==> src/rtl/pulse_train_gen.sv <==
// Burst pulse generator: on an accepted start, drives q with n_pulses rectangular
// pulses of HIGH_LEN high / LOW_LEN low cycles, with busy/done handshake.
module pulse_train_gen #(
    parameter int HIGH_LEN = 4,
    parameter int LOW_LEN  = 4,
    parameter int CNT_W    = 8
) (
    input  logic             clk,
    input  logic             rst,
    input  logic             start,
    input  logic             stop,
    input  logic [CNT_W-1:0] n_pulses,
    output logic             q,
    output logic             busy,
    output logic             done,
    output logic [CNT_W-1:0] pulse_cnt
);

    localparam int MAX_LEN = (HIGH_LEN > LOW_LEN) ? HIGH_LEN : LOW_LEN;
    localparam int PH_W    = $clog2(MAX_LEN) + 1;
    localparam logic [PH_W-1:0] HIGH_LAST = PH_W'(HIGH_LEN - 1);
    localparam logic [PH_W-1:0] LOW_LAST  = PH_W'(LOW_LEN - 1);

    typedef enum logic [1:0] {
        S_IDLE,
        S_HIGH,
        S_LOW
    } state_t;

    state_t           state_reg;
    logic [PH_W-1:0]  phase_reg;
    logic [CNT_W-1:0] target_reg;
    logic [CNT_W-1:0] cnt_reg;
    logic             q_reg;
    logic             busy_reg;
    logic             done_reg;
    logic [CNT_W-1:0] cnt_inc;

    assign cnt_inc   = cnt_reg + CNT_W'(1);
    assign q         = q_reg;
    assign busy      = busy_reg;
    assign done      = done_reg;
    assign pulse_cnt = cnt_reg;

    // phase_reg counts down the remaining cycles of the current HIGH/LOW phase
    always_ff @(posedge clk) begin
        if (!rst) begin
            state_reg  <= S_IDLE;
            phase_reg  <= '0;
            target_reg <= '0;
            cnt_reg    <= '0;
            q_reg      <= 1'b0;
            busy_reg   <= 1'b0;
            done_reg   <= 1'b0;
        end else begin
            done_reg <= 1'b0;
            case (state_reg)
                S_IDLE: begin
                    if (start && !stop && (n_pulses != '0)) begin
                        state_reg  <= S_HIGH;
                        phase_reg  <= HIGH_LAST;
                        target_reg <= n_pulses;
                        cnt_reg    <= '0;
                        q_reg      <= 1'b1;
                        busy_reg   <= 1'b1;
                    end
                end
                S_HIGH: begin
                    if (stop) begin
                        state_reg <= S_IDLE;
                        q_reg     <= 1'b0;
                        busy_reg  <= 1'b0;
                    end else if (phase_reg == '0) begin
                        state_reg <= S_LOW;
                        phase_reg <= LOW_LAST;
                        q_reg     <= 1'b0;
                    end else begin
                        phase_reg <= phase_reg - PH_W'(1);
                    end
                end
                S_LOW: begin
                    if (stop) begin
                        state_reg <= S_IDLE;
                        q_reg     <= 1'b0;
                        busy_reg  <= 1'b0;
                    end else if (phase_reg == '0) begin
                        cnt_reg <= cnt_inc;
                        if (cnt_inc == target_reg) begin
                            state_reg <= S_IDLE;
                            busy_reg  <= 1'b0;
                            done_reg  <= 1'b1;
                        end else begin
                            state_reg <= S_HIGH;
                            phase_reg <= HIGH_LAST;
                            q_reg     <= 1'b1;
                        end
                    end else begin
                        phase_reg <= phase_reg - PH_W'(1);
                    end
                end
                default: begin
                    state_reg <= S_IDLE;
                    q_reg     <= 1'b0;
                    busy_reg  <= 1'b0;
                end
            endcase
        end
    end

endmodule

==> config.mk <==
export PLATFORM = sky130hd
export DESIGN_NAME = pulse_train_gen
export DESIGN_NICKNAME = d
export VERILOG_FILES = /design/src/rtl/pulse_train_gen.sv
export SDC_FILE = /design/constraint.sdc
export NUM_CORES = 1
export LEC_CHECK = 0
export ABC_AREA = 0
export CAP_MARGIN = 20
export CELL_PAD_IN_SITES_DETAIL_PLACEMENT = 0
export CELL_PAD_IN_SITES_GLOBAL_PLACEMENT = 2
export CORE_ASPECT_RATIO = 0.7
export CORE_MARGIN = 8
export CORE_UTILIZATION = 32
export DETAILED_ROUTE_END_ITERATION = 8
export GPL_ROUTABILITY_DRIVEN = 1
export PLACE_DENSITY = 0.83
export SLEW_MARGIN = 20
export SYNTH_ARGS = -nofsm -noshare
export SYNTH_HDL_FRONTEND = slang
export SYNTH_SLANG_ARGS = --single-unit
==> constraint.sdc <==
create_clock -name clk -period 2.8 [get_ports clk]
set_input_delay 0.7 -clock clk [delete_from_list [all_inputs] [get_ports clk]]
set_output_delay 0.7 -clock clk [all_outputs]
set_load 0.005 [all_outputs]
==> run_results.csv, run 1 <==
group,metric,value,unit
cts,clock_tree.htree_level_count,1,
sta,tightestPinTransition,786,ps
setup_path,worst_setup_path_end_kind,"flop",
floorplan,core,4350,µm²
synthesis,synth_top_cell_by_area,"dfxtp_1",
power_and_ir_drop,leakagePower,0.710,nW
floorplan,rows,20,
synthesis,synthesis.nets,180,
sta,fmax,411,MHz
cts,root_buffer,"clkbuf_8",
outcome,run_status,"finished clean",
setup_path,critPathLaunchType,"input pin",
synthesis,syn-instance-count,161,
drt,dr.pass1.iters,4,
global_route,vias_in_the_first_global_route,1187,
min_path,min-delay-start,"busy",
cts,numClockSinks,24,
synthesis,synthFlopType,"dfxtp_1",
finish,fillCellCount,466,
cts,cts_resized,0,
synthesis,dominant_combinational_cell_family_by_area_after_synthesis,"simple AND/OR/NAND/NOR gates",
synthesis,yosysWarnings,0,
drt,post_drt_wl_per_cell,14.2,µm
sta,final.period_utilization,0.869,
global_route,grt_pass1_wl,5.76,mm
floorplan,initial_core_util,0.336,
synthesis,synth.ff_latch_count,24,
drt,route.antenna.remaining_nets,0,
floorplan,design.portCount,23,
power_and_ir_drop,cellPowerDensity,494,nW/µm²
drt,totalWireLength,3.38,mm
setup_path,setup_slack_on_the_worst_flop_to_flop_path,530,ps
setup_path,crit-reg2reg-capture,"state_reg[0]",
place,quantity_of_i_o_buffers_inserted_on_ports,22,
min_path,hold_path_end,"busy",
synthesis,synthMuxAreaShare,0.0890,
power_and_ir_drop,total_power,0.888,mW
synthesis,simple_gate_share_of_the_synthesized_area,0.229,
floorplan,floorplan.die.height,72.5,µm
global_route,gr-total-overflow,0,
setup_path,worstPathRequired,3000,ps
sta,post-route-min-period,2430,ps
synthesis,synthDominantCellAreaShare,0.329,
synthesis,netlist_top_cells_area,"dfxtp_1, mux2i_1, ha_1",
synthesis,synth_fa_ha_area_frac,0.0599,
cts,tritoncts_clock_tree,"built",
drt,drcViolationCount,0,
sta,fin_skew,1.61,ps
synthesis,synth_enable_flop_cells,0,
cts,postCtsSetupRepairBufs,0,
floorplan,die_w,96.8,µm
drt,detailroute.via_count,1214,
global_route,pin_count_of_the_biggest_net_entering_global_routing,26,
finish,num-nets-final,203,
sta,setup-violations-final,0,
finish,diodes,0,
synthesis,synth_async_sr_flop_share,0,
sta,setup_total_negative_slack,0,ps
synthesis,area_fraction_in_compound_gates_after_synthesis,0.193,
synthesis,seq_total_area_yosys,0.329,
drt,drtIter0Drc,55,
cts,ctsLongestPathBuffers,2,
cts,cts.hold.buffers_added,0,
min_path,hold_path.class,"flop to flop",
synthesis,synth.lib_cells_used.distinct,42,
global_route,number_of_antenna_violations_at_the_first_check_in_global_routing,0,
setup_path,critPathKind,"input pin to flop",
sta,drv_slew,0,
cts,clkTransAtPathRegs,80,ps
place,gp_routability_congestion,0.762,
place,post-dp-hpwl,2.60,mm
finish,post_route_cells_drive_above_1_share,0.0765,
synthesis,synth_xor_area_frac,0.0702,
floorplan,die_area,7020,µm²
synthesis,synthesis.area,1460,µm²
flow_run,cap_viol_max_count,0,
cts,numCtsBuffers,3,
drt,drt_via_density,5.10,
power_and_ir_drop,maximum_vdd_drop,209,µV
synthesis,post_synth.cell_area_avg,9.08,µm²
sta,rsz0062_at_grt,"no",
global_route,grt_util_all_layers,0.0983,
setup_path,crit_path_max_fanout,5,
sta,timing.slew.headroom,0.474,
cts,clk_latency,260,ps
setup_path,critical_path.reg2reg.startpoint,"pulse_cnt[0]",
sta,timing_hold_violations_final,0,
setup_path,critPathArrivalTime,2630,ps
setup_path,timing.critical_path.from,"n_pulses[0]",
finish,area_growth,23.0,%
min_path,min_path_cells,2,
setup_path,ff2ff_path_depth,7,
[worst max path at each step]
stage                      end
after CTS                 busy
after detailed placement  busy
after global routing      busy
final                     busy
after floorplan              q
after global placement       q
[cell usage in the layout (no fill, tap or decap), types with 3 or more instances in the layout]
master            n
nor3_1            8
a21boi_1          8
inv_1             6
nand2b_1          4
nand3_1           5
a21oi_1           3
clkbuf_8          4
nand2_1          13
mux2i_1          13
ha_1              7
nor2b_1          10
clkdlybuf4s50_1  22
o21a_1            8
xor2_1            4
and3_1            3
nor2_1            6
xnor2_1           4
dfxtp_1          24
[routing by layer]
metal  track usage  up-vias  part of all wire
met5             0        -                 0
met4        0.0306        0            0.0080
met3        0.0256        2             0.043
met2         0.148       25              0.42
met1         0.133      565              0.53
li1              -      622                 -
[final cells by class]
type                       instances  area [µm²]  area share
clock buffer                       4        55.1      0.0306
inverter                           6        22.5      0.0125
multi-input combinational        125         936       0.521
sequential                        24         480       0.267
tap                               55        68.8      0.0383
timing repair buffer              24         235       0.131
[logic make-up after synthesis]
logic type / count (synthesis)
simple gates: 59
compound gates: 36
flops: 24
mux: 13
buf+inv: 12
xor+xnor: 10
fa+ha+maj: 7
[metrics by stage]
stage                     hold WS [ps]  setup WS, ps  instances   util  cell area, µm²
final                              468           368        238  0.413            1800
after global routing               491           222        238  0.413            1800
after detailed placement           457          71.3        234  0.400            1740
after CTS                          472           354        238  0.413            1800
after global placement             447           116        234  0.400            1740
after floorplan                    440           645        161      -            1460
[cells in the mapped netlist (2+ instances only)]
| library cell | n |
|---|---|
| nor2_1 | 6 |
| o21a_1 | 8 |
| ha_1 | 7 |
| a211oi_1 | 2 |
| clkbuf_1 | 6 |
| xnor2_1 | 4 |
| or4_1 | 2 |
| and3_1 | 3 |
| o21ai_0 | 2 |
| xor2_1 | 4 |
| nand2b_1 | 4 |
| mux2i_1 | 13 |
| inv_1 | 6 |
| o211a_1 | 2 |
| a21oi_1 | 3 |
| nand2_1 | 13 |
| nor3_1 | 8 |
| dfxtp_1 | 24 |
| nor2b_1 | 10 |
| a21boi_1 | 8 |
| nand3_1 | 5 |
[critical path: stages]
cell	delay [ps]
clkdlybuf4s50_1	430
or4_1	540
o21ai_2	240
o21ai_1	140
o21a_1	140
a41oi_1	230
mux2i_1	210
[power by group]
part	switching [mW]	total, mW	internal (mW)
Clock	0.109	0.234	0.125
Sequential	0.0195	0.388	0.369
Combinational	0.139	0.266	0.126
Total	0.268	0.888	0.621
No activity file was read; power rests on OpenSTA's default activity.
==> inputs of run 2 (changes only) <==
Settings changed: CORE_ASPECT_RATIO 0.7 to 1.25.
==> run 2 against run 1 <==
  * Cell area fell by 0.14%
  * Clock-buffer cell count is 1 lower
  * Utilization down 0.41 points
  * Fmax down 1.1%
  * Global-route usage shrank 0.10 points
  * Cell count up 1.3%
  * Power decreased by 4.1%
  * Non-clock buffer count rose by 1
  * Flip-flop and latch count unchanged
  * Largest cell class unchanged
  * Largest power group unchanged
  * Highest routed layer unchanged
==> run_results.csv, run 2 (synthesis gave the netlist of run 1 again) <==
group,metric,value,unit
floorplan,floorplan.die.height,91.6,µm
setup_path,worstPathRequired,2960,ps
cts,clk_latency,260,ps
flow_run,cap_viol_max_count,0,
cts,cts.hold.buffers_added,0,
drt,drcViolationCount,0,
finish,layout_common_cells,"dfxtp_1, clkdlybuf4s50_1, mux2i_1, nand2_1, nor2b_1",
min_path,hold_path.class,"flop to flop",
global_route,number_of_antenna_violations_at_the_first_check_in_global_routing,0,
global_route,met1_track_demand_over_resource_in_global_routing,0.105,
finish,instances_no_fill,241,
place,place_ws,71.4,ps
global_route,pin_count_of_the_biggest_net_entering_global_routing,15,
drt,dr.pass1.iters,3,
setup_path,ff2ff_path_depth,7,
setup_path,critPathLaunchType,"input pin",
setup_path,worst_setup_path_end_kind,"flop",
setup_path,crit-reg2reg-capture,"phase_reg[1]",
finish,post_route_cells_drive_above_1_share,0.0765,
floorplan,initial_core_util,0.333,
min_path,hold_path_end,"phase_reg[2]",
sta,worst_slack,341,ps
floorplan,die_w,76.4,µm
finish,core_occupancy_in_the_finished_layout,0.409,
cts,clock_tree.htree_level_count,1,
global_route,global_route.peak_usage_layer,"met2",
outcome,run_status,"finished clean",
drt,route.antenna.remaining_nets,0,
global_route,grt_util_met3,0.0207,
sta,timing_hold_violations_final,0,
sta,drv_slew,0,
finish,final_common_cell,"dfxtp_1",
min_path,min_path_cells,2,
sta,tightestPinTransition,560,ps
place,post-dp-hpwl,2.69,mm
drt,totalWireLength,3.42,mm
cts,cts_resized,0,
place,cell_total_after_placement,238,
finish,area_growth,22.9,%
min_path,min-delay-start,"phase_reg[2]",
cts,postCtsSetupRepairBufs,0,
drt,drt_via_density,4.97,
setup_path,critical_path.reg2reg.startpoint,"pulse_cnt[1]",
sta,fmax,407,MHz
finish,num-nets-final,204,
setup_path,critPathKind,"input pin to flop",
sta,rsz0062_at_grt,"no",
cts,numClockSinks,24,
setup_path,critPathArrivalTime,2620,ps
finish,diodes,0,
floorplan,design.portCount,23,
sta,timing.slew.headroom,0.627,
floorplan,die_area,7000,µm²
power_and_ir_drop,maximum_vdd_drop,263,µV
power_and_ir_drop,cellPowerDensity,474,nW/µm²
power_and_ir_drop,leakagePower,0.708,nW
sta,setup-violations-final,0,
drt,detailroute.via_count,1197,
global_route,use_met2,0.183,
drt,post_drt_wl_per_cell,14.2,µm
cts,clkTransAtPathRegs,80,ps
sta,fin_skew,4.82,ps
sta,setup_total_negative_slack,0,ps
sta,final.period_utilization,0.878,
global_route,grt_util_all_layers,0.0973,
cts,tritoncts_clock_tree,"built",
cts,numCtsBuffers,3,
setup_path,setup_slack_on_the_worst_flop_to_flop_path,610,ps
drt,drtIter0Drc,48,
setup_path,crit_path_max_fanout,5,
cts,root_buffer,"clkbuf_8",
floorplan,core,4390,µm²
place,gp_routability_congestion,0.799,
cts,ctsLongestPathBuffers,2,
place,quantity_of_i_o_buffers_inserted_on_ports,22,
sta,post-route-min-period,2460,ps
global_route,grt_pass1_wl,5.67,mm
floorplan,rows,27,
power_and_ir_drop,total_power,0.852,mW
global_route,vias_in_the_first_global_route,1218,
global_route,gr-total-overflow,0,
run 2: changes by cell type in the layout (fill, tap and decap cells not counted):
cell      previous run  this run
buf_4                2         3
clkbuf_8             4         3
run 2: layout make-up:
| type | instances | area, µm² |
|---|---|---|
| fillers | 458 | 2600 |
| inverters | 6 | 22.5 |
| clock buffers | 3 | 41.3 |
| repair buffers | 25 | 243 |
| well taps | 58 | 72.6 |
| flip-flops and latches | 24 | 480 |
| multi-input cells | 125 | 936 |
run 2: worst max-delay path, stage by stage:
cell and delay, ps:
clkdlybuf4s50_1 410, or4_1 560, o21ai_2 270, o21ai_1 130, nor2b_1 200, a21boi_1 160, o21a_1 180
run 2: how the worst max path moves through the flow:
stage	start	slack (ps)	to
after CTS	n_pulses[5]	350	q
after floorplan	n_pulses[4]	640	q
after global routing	n_pulses[4]	240	pulse_cnt[0]
after global placement	n_pulses[4]	100	q
after detailed placement	n_pulses[5]	70	q
final	n_pulses[4]	340	q
run 2: power by group:
part / total (mW) / internal (mW) / switching (mW)
Combinational: 0.266 / 0.127 / 0.139
Sequential: 0.387 / 0.369 / 0.0184
Clock: 0.199 / 0.0959 / 0.103
run 2: per-layer routing:
layer,vias up,wire [µm]
met5,-,0
met4,0,23
met3,2,87
met2,9,1880
met1,564,1430
li1,622,-
run 2: through the flow:
stage               hold slack (ps)  cell area (µm²)
floorplan                       440             1460
global placement                451             1750
detailed placement              466             1750
CTS                             482             1800
global route                    494             1800
finish                          476             1800
==> inputs of run 3 (changes only) <==
Settings changed: REMOVE_ABC_BUFFERS set to 1.
==> run 3 against run 2 <==
  * Fmax grew 1.3%
  * Worst hold slack lost 13 ps
  * Clock skew up 1.6 ps
  * Worst setup slack improved by 32 ps
==> run_results.csv, run 3 (synthesis gave the netlist of run 1 again) <==
group,metric,value,unit
finish,final_area,1800,µm²
drt,detailroute.via_count,1219,
finish,core_occupancy_in_the_finished_layout,0.410,
setup_path,critPathKind,"input pin to flop",
drt,drt_via_density,5.06,
place,quantity_of_i_o_buffers_inserted_on_ports,22,
sta,drv_slew,0,
sta,tightestPinTransition,557,ps
setup_path,crit_path_cell_trace,"clkdlybuf4s50_1 -> or4_1 -> o21ai_2 -> o21ai_1 -> nor2b_1 -> a21boi_1 -> o21a_1",
drt,post_drt_wl_per_cell,14.0,µm
setup_path,cp_top_family,"simple AND/OR/NAND/NOR gates",
setup_path,worstPathRequired,2970,ps
floorplan,design.portCount,23,
global_route,grt_util_all_layers,0.0968,
cts,cts_resized,0,
setup_path,worst_path_max_delay_cell,"or4_1",
sta,final.period_utilization,0.867,
place,post-dp-hpwl,2.65,mm
setup_path,worstPathBufferInverterCount,1,
global_route,grt_pass1_wl,5.69,mm
place,gp_routability_congestion,0.822,
drt,drcViolationCount,0,
cts,clock_tree.htree_level_count,1,
setup_path,crit_path_max_fanout,5,
global_route,vias_in_the_first_global_route,1209,
drt,drtIter0Drc,80,
power_and_ir_drop,cellPowerDensity,492,nW/µm²
flow_run,cap_viol_max_count,0,
sta,setup_total_negative_slack,0,ps
cts,numClockSinks,24,
power_and_ir_drop,total_switching_power,0.266,mW
place,place_ws,86.2,ps
cts,numCtsBuffers,3,
cts,clk_latency,260,ps
finish,layout_common_cells,"dfxtp_1, clkdlybuf4s50_1, mux2i_1, nand2_1, nor2b_1",
cts,tritoncts_clock_tree,"built",
finish,area_growth,23.3,%
sta,timing.slew.headroom,0.629,
sta,fin_skew,6.41,ps
floorplan,rows,27,
finish,final_common_cell,"dfxtp_1",
setup_path,worst_setup_path_end_kind,"flop",
cts,clkTransAtPathRegs,90,ps
global_route,gr-total-overflow,0,
power_and_ir_drop,power_frac_seq,0.436,
setup_path,critPathArrivalTime,2600,ps
outcome,run_status,"finished clean",
power_and_ir_drop,switching_share,0.300,
sta,fmax,412,MHz
place,cell_total_after_placement,237,
sta,rsz0062_at_grt,"no",
power_and_ir_drop,power.share.clock,0.266,
cts,cts.hold.buffers_added,0,
sta,timing_hold_violations_final,0,
floorplan,initial_core_util,0.333,
floorplan,floorplan.die.height,91.6,µm
floorplan,core,4390,µm²
power_and_ir_drop,maximum_vdd_drop,217,µV
drt,totalWireLength,3.37,mm
cts,ctsLongestPathBuffers,2,
sta,post-route-min-period,2430,ps
finish,instances_no_fill,241,
drt,route.antenna.remaining_nets,0,
floorplan,die_area,7000,µm²
sta,worst_slack,372,ps
finish,num-nets-final,203,
global_route,number_of_antenna_violations_at_the_first_check_in_global_routing,0,
finish,diodes,0,
power_and_ir_drop,leakagePower,0.709,nW
drt,dr.pass1.iters,4,
cts,root_buffer,"clkbuf_8",
cts,postCtsSetupRepairBufs,0,
sta,setup-violations-final,0,
place,place_area,1750,µm²
global_route,pin_count_of_the_biggest_net_entering_global_routing,15,
setup_path,cp_peak_stage_delay,570,ps
setup_path,critPathLaunchType,"input pin",
power_and_ir_drop,power.share.combinational,0.298,
power_and_ir_drop,cell_internal_pwr,0.621,mW
min_path,hold_path.class,"flop to flop",
floorplan,die_w,76.4,µm
finish,post_route_cells_drive_above_1_share,0.0765,
==> run 3: metrics by stage <==
step                power, mW  hold slack [ps]
CTS                     0.902              468
global placement        0.656              449
detailed placement      0.662              454
floorplan               0.574              440
finish                  0.887              463
global route            0.945              505
==> run 3: final cells by class <==
class                           count  area (µm²)
Clock buffer                        4        55.1
Fill cell                         479        2590
Inverter                            6        22.5
Multi-Input combinational cell    125         936
Sequential cell                    24         480
Tap cell                           58        72.6
Timing Repair Buffer               24         235
==> run 3: worst paths after layout <==
check                                   from            to  slack [ps]  cells after the start
worst max-delay path             n_pulses[4]             q         370                      7
worst min-delay path            phase_reg[2]  phase_reg[2]         460                      2
worst max register to register  pulse_cnt[0]  phase_reg[1]         520                      7
worst min register to register  phase_reg[2]  phase_reg[2]         460                      2
==> run 3: power by group through the flow <==
| stage | Combinational [mW] | Clock (mW) | Sequential (mW) |
|---|---|---|---|
| after floorplan | 0.182 | 0 | 0.392 |
| after global placement | 0.262 | 0 | 0.394 |
| after detailed placement | 0.267 | 0 | 0.395 |
| after CTS | 0.269 | 0.246 | 0.387 |
| after global routing | 0.299 | 0.256 | 0.390 |
| final | 0.264 | 0.236 | 0.387 |
==> run 3: metal layers <==
metal | vias to the layer above | track usage | wire (µm)
met5 | - | 0 | 0
met4 | 0 | 0.0241 | 19
met3 | 2 | 0.0217 | 124
met2 | 16 | 0.170 | 1690
met1 | 585 | 0.115 | 1540
li1 | 616 | - | -
==> run 3: worst reg2reg max path: stages, from the launching register on <==
cell and delay, ps:
dfxtp_1 460, ha_1 330, nand2b_1 110, o211a_1 210, o32a_1 360, nor4_4 310, a31oi_1 160, o211a_1 240
